[config.mk]
export PLATFORM = sky130hd
export DESIGN_NAME = uart_tx_param
export DESIGN_NICKNAME = d
export VERILOG_FILES = /design/src/rtl/uart_tx_param.sv
export SDC_FILE = /design/constraint.sdc
export NUM_CORES = 1
export LEC_CHECK = 0
export BUFFER_PORTS_ARGS = -buffer_cell sky130_fd_sc_hd__buf_2
export CAP_MARGIN = 10
export CORE_MARGIN = 5
export CORE_UTILIZATION = 40
export CTS_CLUSTER_SIZE = 20
export DETAILED_ROUTE_END_ITERATION = 10
export PLACE_DENSITY_LB_ADDON = 0.3
export SLEW_MARGIN = 10
export SYNTH_ARGS = -nofsm -noshare
export SYNTH_HDL_FRONTEND = slang
export SYNTH_SLANG_ARGS = --single-unit
[constraint.sdc]
create_clock -name clk -period 2 [get_ports clk]
set_input_delay 0.2 -clock clk [delete_from_list [all_inputs] [get_ports clk]]
set_output_delay 0.2 -clock clk [all_outputs]
set_load 0.01 [all_outputs]
[src/rtl/uart_tx_param.sv]
// uart_tx_param
//   Parametrised UART transmitter. One word is taken per valid/ready
//   handshake and sent as: start bit, DATA_BITS data bits LSB first,
//   optional parity bit, STOP_BITS stop bits. Each bit lasts CLK_DIV clocks.
//
// Parameters
//   CLK_DIV   clocks per bit (>= 2)
//   DATA_BITS data bits per frame (5..9)
//   PARITY    0 = none, 1 = odd, 2 = even
//   STOP_BITS 1 or 2
//
// Ports
//   clk       rising-edge clock
//   rst_n     synchronous active-low reset
//   tx_data   word to send, captured on the accept edge only
//   tx_valid  source has a word
//   tx_ready  block can accept (high only while idle)
//   tx        serial line, idles high
//   tx_busy   high from accept until frame end
//   done      one-cycle pulse when a frame completes
module uart_tx_param #(
  parameter int unsigned CLK_DIV   = 16,
  parameter int unsigned DATA_BITS = 8,
  parameter int unsigned PARITY    = 0,
  parameter int unsigned STOP_BITS = 1
) (
  input  logic                 clk,
  input  logic                 rst_n,
  input  logic [DATA_BITS-1:0] tx_data,
  input  logic                 tx_valid,
  output logic                 tx_ready,
  output logic                 tx,
  output logic                 tx_busy,
  output logic                 done
);

  if (CLK_DIV < 2) begin : g_bad_clk_div
    $error("uart_tx_param: CLK_DIV must be >= 2");
  end
  if (DATA_BITS < 5 || DATA_BITS > 9) begin : g_bad_data_bits
    $error("uart_tx_param: DATA_BITS must be 5..9");
  end
  if (PARITY > 2) begin : g_bad_parity
    $error("uart_tx_param: PARITY must be 0, 1 or 2");
  end
  if (STOP_BITS < 1 || STOP_BITS > 2) begin : g_bad_stop_bits
    $error("uart_tx_param: STOP_BITS must be 1 or 2");
  end

  localparam int unsigned TW = $clog2(CLK_DIV);
  localparam int unsigned BW = $clog2(DATA_BITS);
  localparam logic [TW-1:0] TMAX = TW'(CLK_DIV - 1);
  localparam logic [BW-1:0] BMAX = BW'(DATA_BITS - 1);
  localparam logic          SMAX = (STOP_BITS == 2);

  typedef enum logic [2:0] {
    S_IDLE,
    S_START,
    S_DATA,
    S_PARITY,
    S_STOP
  } state_t;

  state_t                r_state,    w_state;
  logic [TW-1:0]         r_timer,    w_timer;
  logic [BW-1:0]         r_bit_cnt,  w_bit_cnt;
  logic                  r_stop_cnt, w_stop_cnt;
  logic [DATA_BITS-1:0]  r_shift,    w_shift;
  logic                  r_par,      w_par;
  logic                  r_tx,       w_tx;
  logic                  r_ready,    w_ready;
  logic                  r_busy,     w_busy;
  logic                  r_done,     w_done;
  logic                  w_tick;

  assign w_tick = (r_timer == TMAX);

  always_ff @(posedge clk) begin
    if (!rst_n) begin
      r_state    <= S_IDLE;
      r_timer    <= '0;
      r_bit_cnt  <= '0;
      r_stop_cnt <= 1'b0;
      r_shift    <= '0;
      r_par      <= 1'b0;
      r_tx       <= 1'b1;
      r_ready    <= 1'b1;
      r_busy     <= 1'b0;
      r_done     <= 1'b0;
    end else begin
      r_state    <= w_state;
      r_timer    <= w_timer;
      r_bit_cnt  <= w_bit_cnt;
      r_stop_cnt <= w_stop_cnt;
      r_shift    <= w_shift;
      r_par      <= w_par;
      r_tx       <= w_tx;
      r_ready    <= w_ready;
      r_busy     <= w_busy;
      r_done     <= w_done;
    end
  end

  // Outputs are registered: the line value for the next bit is chosen here
  // from the next state, so tx changes on the same edge the state does.
  always_comb begin
    w_state    = r_state;
    w_timer    = r_timer;
    w_bit_cnt  = r_bit_cnt;
    w_stop_cnt = r_stop_cnt;
    w_shift    = r_shift;
    w_par      = r_par;
    w_tx       = r_tx;
    w_done     = 1'b0;

    if (r_state != S_IDLE) begin
      w_timer = w_tick ? '0 : r_timer + TW'(1);
    end

    case (r_state)
      S_IDLE: begin
        w_tx = 1'b1;
        if (tx_valid && r_ready) begin
          w_state = S_START;
          w_shift = tx_data;
          // Parity is taken from the captured word, so later tx_data
          // changes cannot disturb it.
          w_par   = (PARITY == 1) ? ~^tx_data : ^tx_data;
          w_timer = '0;
          w_tx    = 1'b0;
        end
      end
      S_START: begin
        if (w_tick) begin
          w_state   = S_DATA;
          w_bit_cnt = '0;
          w_tx      = r_shift[0];
        end
      end
      S_DATA: begin
        if (w_tick) begin
          if (r_bit_cnt == BMAX) begin
            if (PARITY != 0) begin
              w_state = S_PARITY;
              w_tx    = r_par;
            end else begin
              w_state    = S_STOP;
              w_stop_cnt = 1'b0;
              w_tx       = 1'b1;
            end
          end else begin
            w_shift   = r_shift >> 1;
            w_bit_cnt = r_bit_cnt + BW'(1);
            w_tx      = r_shift[1];
          end
        end
      end
      S_PARITY: begin
        if (w_tick) begin
          w_state    = S_STOP;
          w_stop_cnt = 1'b0;
          w_tx       = 1'b1;
        end
      end
      S_STOP: begin
        if (w_tick) begin
          if (r_stop_cnt == SMAX) begin
            w_state = S_IDLE;
            w_done  = 1'b1;
            w_tx    = 1'b1;
          end else begin
            w_stop_cnt = 1'b1;
          end
        end
      end
      default: begin
        w_state = S_IDLE;
        w_tx    = 1'b1;
      end
    endcase

    w_ready = (w_state == S_IDLE);
    w_busy  = (w_state != S_IDLE);
  end

  assign tx       = r_tx;
  assign tx_ready = r_ready;
  assign tx_busy  = r_busy;
  assign done     = r_done;

endmodule

==> run metrics <==
via/cell ratio 5.719; reg2reg setup slack 0.28 ns; Routed WL 2.112 mm; Max Cap Viol 0; Ports 15; simple-gate portion of the synthesized area 19.76%; total global routing track utilization 13.59%; RSZ-0062 raised after global routing false; remaining global-route overflow 0; # Post-CTS Setup Buffers 0; Skew-Pair Late Insertion Delay 0.31 ns; Synth top area share 41.90%; htree depth 1; synth warn 0; Synth Area in XOR/XNOR 0.8333%; worst-case reg-to-reg path depth 5; power per cell area 791.1 nW/µm²; Fmax achieved 580.3 MHz; vias in the first global route 884; most common cell in the netlist dfxtp_1; mux cell area share after synthesis 0%; Via Count 875; Worst Max-Slew Pin Slew 0.5029 ns; ys async rst share 0%; CTS tree built; cts repair resizes 0; row count 18; CP endpoint kind flip-flop; synthesis-to-finish area growth 11.90%; PortBufs 14; worst-path maximum fanout 8; Post-Synth Adder-Cell Area 3.571%; Post-synth top cells 22 x dfxtp_1, 11 x nand2_1, 9 x nand3_1, 8 x a21oi_1; Syn Area/Cell 9.469 µm²; initial drt markers 26; post-synthesis instance total 111; min cycle time layout 1.723 ns; Initial Utilization 42.04%; Hold Path Sink r_shift[7]; setup_tns 0 ns; FF-to-FF End r_shift[6]; antenna diode count 0; register area share after synthesis 41.90%; global-route wire length before repair 3.898 mm; top cells by area, synth dfxtp_1 42%, o221a_2 7.5%, o31a_1 5.8%; largest net degree at the start of global routing 19; initial antenna violation count 0; DIE WIDTH 61.26 µm; hold path startpoint tx_data[7]; setup ws final 0.2768 ns; required time of the critical path 2.26 ns; pre-CTS setup slack 0.2871 ns; clock-pin slew on the worst setup and hold paths 0.12 ns; worst path arrival time 1.99 ns; Slew Limit Fails 0; Syn Std Cell Area 1051 µm²; Final Hold Viols 0; Synth Area in Compound Gates 27.74%; TritonRoute pass-1 iters 4; Routed Antenna Nets 0; crit start category flip-flop; critical path class reg2reg; #FFs+latches synth 22; Die H 61.26 µm; clock root buffer clkbuf_4; ys flop type dfxtp_1; layout cells sized above 1 24.39%; DP Wirelength 1.576 mm; CTS Buffer Depth 2; Tcrit/Tclk final 86.16%; DRC 0; Post-Syn Nets 125; HP Class in2reg; main combinational cell family by area after synthesis compound AO/OA/AOI/OAI gates; WL/cell 13.80 µm; Hold Crit Depth 3; count of cell types in the netlist 34; Die Area 3753 µm²; RePlAce Congestion 0.7700; final setup fails 0; max-slew headroom at the worst pin 66.39%; status completed; Num CTS Buffers 3; hold_buf cts 0; Synth area leader dfxtp_1; peak supply drop 844.7 µV; Leakage 0.4501 nW; Worst Skew 0.005263 ns; final net count 138; Sink Count 22; reg2reg start r_bit_cnt[0]; Post-synth EDFFs 0; Core ar. 2500 µm²
## per-layer routing
metal | share of wire, % | vias up | wire length, µm | track usage, %
li1 | - | 450 | - | -
met1 | 50 | 410 | 1058 | 18.58
met2 | 44 | 13 | 919 | 20.69
met3 | 5.4 | 2 | 115 | 4.822
met4 | 0.90 | 0 | 19 | 2.786
met5 | 0 | - | 0 | 0
## cell type report
type                    count  area [µm²]
clock buffers               3       22.52
clock inverters             1       30.03
fillers                   245        1324
inverters                   4       15.01
multi-input cells          77       545.5
flip-flops and latches     22       440.4
well taps                  30       37.54
repair buffers             16       85.08
## power by group
part / internal, mW / switching, mW
combinational: 0.0544 / 0.0564
clock: 0.203 / 0.132
sequential: 0.464 / 0.0209
## cells in the final DEF (no fill, tap or decap), types with 3 or more instances in the layout
cell type  netlist  routed
dfxtp_1         22      22
o22ai_1          4       4
ha_1             3       3
a21oi_1          8       8
o31ai_1          3       3
o221a_2          7       7
nand2_1         11      11
inv_1            4       4
clkbuf_4         0       3
nor3_1           3       3
buf_2            1      14
o31a_1           7       7
nand3_1          9       9
## through the flow
step / power, mW / utilization, % / area, µm² / instances / hold slack, ns
final: 0.9305 / 47.05 / 1176 / 153 / 0.1600
after floorplan: 0.5737 / - / 1051 / 111 / 0.3602
after global routing: 0.9789 / 47.05 / 1176 / 153 / 0.1677
after global placement: 0.6037 / 44.94 / 1124 / 149 / 0.4495
after CTS: 0.9417 / 47.05 / 1176 / 153 / 0.1590
after detailed placement: 0.6067 / 44.94 / 1124 / 149 / 0.4631
## sequential cells by signal, summed over array words and instances, names as in the netlist
name       flops
done           1
r_bit_cnt      3
r_shift        8
r_state        3
r_timer        4
tx             1
tx_busy        1
tx_ready       1
## worst max path at each step
stage	end	depth (start not counted)	start	slack (ns)
global route	r_shift[5]	5	r_bit_cnt[0]	0.18
detailed placement	r_shift[6]	5	r_bit_cnt[0]	0.29
CTS	r_shift[6]	5	r_bit_cnt[0]	0.26
global placement	r_shift[1]	5	r_bit_cnt[0]	0.34
finish	r_shift[6]	5	r_bit_cnt[0]	0.28
floorplan	r_shift[1]	5	r_bit_cnt[0]	0.42
## critical path, stage by stage (launching register included)
cell and delay (ns):
dfxtp_1 0.35, ha_1 0.20, ha_1 0.22, or3b_4 0.41, o22ai_4 0.26, o221a_2 0.25
## logic make-up after synthesis
family / after synthesis
buffers and inverters: 12
AND/OR/NAND/NOR: 37
flip-flops: 22
XOR/XNOR: 1
AO/OA/AOI/OAI: 36
adder cells (fa/ha/maj): 3
Note: power is estimated with default switching activity, not from simulation.
